File: src/rtl/run_det_pkg.sv
// Shared defaults and width helpers for the run-length detect scheduler.
package run_det_pkg;

  localparam int NCH_DEF     = 4;
  localparam int RUN_LEN_DEF = 3;
  localparam int DCNT_W      = 8;

  // Width needed to hold a run count of 0..run_len.
  function automatic int cnt_w(input int run_len);
    return (run_len < 1) ? 1 : $clog2(run_len + 1);
  endfunction

  // Width of a channel index (det_ch, cnt_sel, pointer).
  function automatic int ch_w(input int nch);
    return (nch < 2) ? 1 : $clog2(nch);
  endfunction

endpackage

File: src/rtl/run_det_core.sv
// Next run count and detect flag for one consumed bit of the granted channel.
module run_det_core
  import run_det_pkg::*;
#(
  parameter int RUN_LEN = RUN_LEN_DEF,
  parameter int CW      = cnt_w(RUN_LEN)
) (
  input  logic [CW-1:0] cnt_cur,
  input  logic          bit_val,
  output logic [CW-1:0] cnt_nxt,
  output logic          hit
);

  localparam logic [CW-1:0] SAT = CW'(RUN_LEN);

  always_comb begin
    cnt_nxt = '0;
    hit     = 1'b0;
    if (bit_val) begin
      cnt_nxt = (cnt_cur >= SAT) ? SAT : cnt_cur + 1'b1;
    end else begin
      // A consumed 0 always restarts the run; it detects only after a full run.
      hit = (cnt_cur >= SAT);
    end
  end

endmodule

File: src/rtl/run_det_sched.sv
// Round-robin serial-channel scheduler with per-channel run-of-1s detection.
// Optional per-channel detection counters are enabled with `define DET_CNT_EN.
module run_det_sched
  import run_det_pkg::*;
#(
  parameter int NCH     = NCH_DEF,
  parameter int RUN_LEN = RUN_LEN_DEF
) (
  input  logic                   clk,
  input  logic                   rst,
  input  logic                   en,
  input  logic                   clr,
  input  logic [NCH-1:0]         req,
  input  logic [NCH-1:0]         bit_in,
  output logic [NCH-1:0]         gnt,
  output logic                   det,
  output logic [ch_w(NCH)-1:0]   det_ch
`ifdef DET_CNT_EN
  ,
  input  logic [ch_w(NCH)-1:0]   cnt_sel,
  output logic [DCNT_W-1:0]      cnt_out
`endif
);

  localparam int CHW = ch_w(NCH);
  localparam int CW  = cnt_w(RUN_LEN);

  logic [CHW-1:0] ptr_q, ptr_d;
  logic [CW-1:0]  cnt_q [NCH];
  logic [CW-1:0]  cnt_d [NCH];
  logic           det_q, det_d;
  logic [CHW-1:0] det_ch_q, det_ch_d;

  logic [CHW-1:0] gnt_idx;
  logic [CHW-1:0] idx;
  logic           gnt_vld;
  logic [CW-1:0]  cur_cnt;
  logic           cur_bit;
  logic [CW-1:0]  nxt_cnt;
  logic           hit;

  // Round-robin search starting just after the last granted channel.
  always_comb begin
    gnt_idx = '0;
    gnt_vld = 1'b0;
    idx     = '0;
    if (en && !rst && !clr && (|req)) begin
      for (int k = 1; k <= NCH; k++) begin
        idx = ptr_q + CHW'(k);
        if (!gnt_vld && req[idx]) begin
          gnt_vld = 1'b1;
          gnt_idx = idx;
        end
      end
    end
  end

  always_comb begin
    gnt = '0;
    if (gnt_vld) gnt[gnt_idx] = 1'b1;
  end

  assign cur_cnt = cnt_q[gnt_idx];
  assign cur_bit = bit_in[gnt_idx];

  run_det_core #(
    .RUN_LEN (RUN_LEN),
    .CW      (CW)
  ) u_core (
    .cnt_cur (cur_cnt),
    .bit_val (cur_bit),
    .cnt_nxt (nxt_cnt),
    .hit     (hit)
  );

  always_comb begin
    ptr_d    = ptr_q;
    det_d    = 1'b0;
    det_ch_d = det_ch_q;
    for (int i = 0; i < NCH; i++) cnt_d[i] = cnt_q[i];
    if (clr) begin
      for (int i = 0; i < NCH; i++) cnt_d[i] = '0;
    end else if (gnt_vld) begin
      cnt_d[gnt_idx] = nxt_cnt;
      ptr_d          = gnt_idx;
      if (hit) begin
        det_d    = 1'b1;
        det_ch_d = gnt_idx;
      end
    end
  end

  always_ff @(posedge clk) begin
    if (rst) begin
      ptr_q    <= CHW'(NCH - 1);
      det_q    <= 1'b0;
      det_ch_q <= '0;
      for (int i = 0; i < NCH; i++) cnt_q[i] <= '0;
    end else begin
      ptr_q    <= ptr_d;
      det_q    <= det_d;
      det_ch_q <= det_ch_d;
      for (int i = 0; i < NCH; i++) cnt_q[i] <= cnt_d[i];
    end
  end

  assign det    = det_q;
  assign det_ch = det_ch_q;

`ifdef DET_CNT_EN
  logic [DCNT_W-1:0] dcnt_q [NCH];
  logic [DCNT_W-1:0] dcnt_d [NCH];

  // Counters advance on the same edge that registers the det pulse.
  always_comb begin
    for (int i = 0; i < NCH; i++) dcnt_d[i] = dcnt_q[i];
    if (clr) begin
      for (int i = 0; i < NCH; i++) dcnt_d[i] = '0;
    end else if (det_d && (dcnt_q[det_ch_d] != {DCNT_W{1'b1}})) begin
      dcnt_d[det_ch_d] = dcnt_q[det_ch_d] + 1'b1;
    end
  end

  always_ff @(posedge clk) begin
    if (rst) begin
      for (int i = 0; i < NCH; i++) dcnt_q[i] <= '0;
    end else begin
      for (int i = 0; i < NCH; i++) dcnt_q[i] <= dcnt_d[i];
    end
  end

  assign cnt_out = dcnt_q[cnt_sel];
`endif

endmodule

File: config.mk
export PLATFORM = sky130hd
export DESIGN_NAME = run_det_sched
export DESIGN_NICKNAME = d
export VERILOG_FILES = /design/src/rtl/run_det_pkg.sv /design/src/rtl/run_det_core.sv /design/src/rtl/run_det_sched.sv
export SDC_FILE = /design/constraint.sdc
export NUM_CORES = 1
export LEC_CHECK = 0
export ABC_AREA = 1
export CAP_MARGIN = 20
export CELL_PAD_IN_SITES_DETAIL_PLACEMENT = 0
export CELL_PAD_IN_SITES_GLOBAL_PLACEMENT = 2
export CORE_MARGIN = 3
export CORE_UTILIZATION = 27
export CTS_CLUSTER_SIZE = 10
export DETAILED_ROUTE_END_ITERATION = 6
export GPL_ROUTABILITY_DRIVEN = 0
export GPL_TIMING_DRIVEN = 0
export PLACE_DENSITY_LB_ADDON = 0.3
export SYNTH_ARGS = -nofsm -noshare
export SYNTH_HDL_FRONTEND = slang
export SYNTH_SLANG_ARGS = --single-unit
File: constraint.sdc
create_clock -name clk -period 2.8 [get_ports clk]
set_input_delay 0.7 -clock clk [delete_from_list [all_inputs] [get_ports clk]]
set_output_delay 0.7 -clock clk [all_outputs]
set_load 0.01 [all_outputs]
==> impl_results.md <==
* Routed WL at 2800 µm
* Hold-critical path depth at 2
* Crit. End Element: primary output
* Fmax at approximately 370 MHz
* Power density over the cells at ~330 nW/µm²
* I/O Pins at 19
* Internal power at ~0.00033 W
* Via count of the first global-routing pass at around 1000
* Die ar. at ~4300 µm²
* First-pass GRT wire length at ~4700 µm
* Synthesis warning total at 0
* Row count at 21
* Final Cycle Share at 0.977
* Pwr Total at between 0.0005 and 0.0006 W
* R2R Setup Slk at around 0.52 ns
* Worst Hold Endpoint: det_ch[1]$_SDFFE_PP0P_
* CP startpoint kind: primary input
* Critical path arrival at 2.04 ns
* Netlist cell types at 24
* DRT iter0 DRCs at 37
* R2R cell count at 17
* P_leak at 0.680 nW
* N_diodes at 0
* Net Sw Power at roughly 0.00017 W
* DRC at 0
* R2r endpoint: cnt_q[1][1]$_SDFFE_PP0P_
* Final setup margin at about 0.064 ns
* Clock sink total at 13
* Min Tclk post-route at roughly 2.7 ns
* Mapped Nets at between 150 and 200
* Clock power share at 0.234
* First drt pass iteration count at 4
* Final net count at around 200
* Worst Tran Pin Value at 0.265 ns
* Endpoints failing setup at 0
* Total grt overflow at 0
* Max_cap viols at 0
* Hold_buf cts at 0
* Area delta synth->final at 54.9%
* Hold Vio Cnt, Final at 0
* Sequential power share at 0.381
* Post-Syn Instances at between 100 and 150
* Synth Area per Inst at ~6.6 µm²
* Hold slack at roughly 0.49 ns
* Max-slew violations at 0
* Initial antenna violation count at 0
* Total core area at around 3400 µm²
* Post-DP HPWL at 1850 µm
* Reg-to-Reg Start: ptr_q[0]$_SDFFE_PP1P_
* Clock skew at about 0.0022 ns
* Max Root-Sink Buffers at 2
* Antenna viol nets, final at 0
* Clock transition at path regs at ~0.080 ns
* Setup TNS at 0 ns
* CP max FO at 4
* Worst min path class: flop to flop
* Initial Util at 0.285
* Hold Startpoint: det_ch[1]$_SDFFE_PP0P_
* Die outline width at 65.9 µm
* CTS tree: built
* Num CTS Buffers at 3
* Worst-skew pair later-pin latency at roughly 0.28 ns
* Htree depth at 1
* Result of the run: finished clean
* GRT Overall Usage at 0.139
* Avg Vias per Cell at about 4.7
* DR vias at roughly 1100
* Crit path kind: primary input to primary output
* Input/output buffers at 18
* Largest net degree at the start of global routing at 11
* Sw Ratio at 0.347
* Wire per inst at 11.9 µm
* Root buffer cell: clkbuf_4
* Post-DP Area at 1200 µm²
* Post-Syn Area at between 900 and 1000 µm²
* Req. time, crit path at 2.10 ns
* Seq/Total Area, Yosys at 0.269
* Design area at 1500 µm²
* Share of cells above drive strength 1 at 0.450
* Die Ht at approximately 66 µm
* Relative slew margins at 0.822
* Register bit total from synthesis at 13
* Comb pwr share at 0.385
* Max VDD drop at 164 µV
* Place WS at -1.09 ns
[synthesized netlist by cell type]
master	n	share of area
nand2_1	36	0.14
nand2_2	20	0.13
dfxtp_1	13	0.27
inv_1	12	0.047
a21oi_1	9	0.047
nand3_1	9	0.047
nor2_1	9	0.035
o21ai_0	9	0.047
nand4_1	7	0.045
nor2_4	3	0.035
buf_6	2	0.023
inv_2	2	0.0078
nand2_4	2	0.023
nand3_2	2	0.021
o211ai_1	2	0.016
o21ai_2	2	0.018
a21boi_0	1	0.0078
a31oi_1	1	0.0065
buf_2	1	0.0052
clkinv_2	1	0.0052
inv_6	1	0.0091
nor2_2	1	0.0065
nor4_1	1	0.0065
o21ai_1	1	0.0052
[timing repair]
item	in CTS	in global routing
resized for setup	53	15
pin swaps	10	12
setup buffers	14	6
hold endpoints to repair	0	0
endpoints found under the setup margin	4	4
[layout by cell type (no fill, tap or decap)]
cell type / count
nand2_2: 24
a31oi_4: 1
buf_4: 19
o21ai_1: 2
buf_12: 2
o21ai_0: 8
dfxtp_2: 2
nand2_1: 31
nand2_4: 3
clkdlybuf4s50_1: 8
o21ai_2: 2
nand3_1: 8
inv_4: 1
clkinv_8: 1
o211ai_1: 2
dlygate4sd2_1: 2
buf_8: 2
nand4_1: 7
nor2_4: 8
a21oi_1: 8
nor4_4: 1
clkbuf_4: 3
inv_1: 11
nand3_2: 3
nor2_1: 5
inv_2: 2
buf_6: 3
buf_2: 5
clkinv_2: 2
a21boi_0: 1
a21oi_2: 1
dfxtp_1: 11
[metrics by stage]
stage / utilization / instances
floorplan: - / 147
global placement: 0.355 / 211
detailed placement: 0.355 / 211
CTS: 0.418 / 229
global route: 0.442 / 235
finish: 0.442 / 235
[cells by family (layout without fill, tap and decap cells)]
logic type | Yosys count | after routing | synth area share
and+or+nand+nor | 90 | 90 | 0.488
AOI/OAI and AO/OA | 25 | 25 | 0.146
DFF | 13 | 13 | 0.269
buffers and inverters | 19 | 61 | 0.0970
[worst max-delay path, cell delays in order]
cell	delay (ns)
buf_2	0.13
inv_1	0.05
nand2_1	0.07
nand2_2	0.08
nand2_1	0.07
nand2_2	0.12
nor2_4	0.05
nor2_4	0.11
nand2_4	0.06
buf_4	0.14
buf_12	0.12
a31oi_4	0.21
buf_6	0.13
[power by group through the flow]
stage          sequential [W]  clock (W)  combinational [W]
6_report             0.000191   0.000117           0.000193
4_1_cts              0.000190   0.000124           0.000176
5_1_grt              0.000191   0.000134           0.000210
2_1_floorplan        0.000194          0          0.0000952
3_3_place_gp         0.000195          0           0.000135
3_5_place_dp         0.000195          0           0.000135
[worst max path at each step]
stage	slack [ns]	cells past startpoint	from	end
3_3_place_gp	-1.09	9	rst	gnt[2]
2_1_floorplan	0.23	7	rst	gnt[2]
3_5_place_dp	-1.09	9	rst	gnt[2]
4_1_cts	-0.02	13	req[3]	gnt[2]
6_report	0.06	13	req[2]	gnt[2]
5_1_grt	-0.03	13	req[2]	gnt[2]
[metal layers]
layer  GRT usage  part of all wire  up-vias
li1            -                 -      567
met1       0.186              0.46      490
met2       0.218              0.48       36
met3      0.0391             0.054        6
met4      0.0337            0.0093        0
met5           0                 0        -
[flip-flops by register name, indices dropped and copies added, names as in the netlist]
signal / flops
det: 1
ptr_q: 2
det_ch: 2
cnt_q: 8
[final cells by class]
type,instances,area [µm²]
clock inverter,1,5.00
inverter,16,76.3
sequential,13,263
timing repair buffer,38,332
buffer,3,37.5
fill,352,1890
multi-input combinational,115,704
clock buffer,3,22.5
tap,46,57.6
Note: power is estimated with default switching activity, not from simulation.
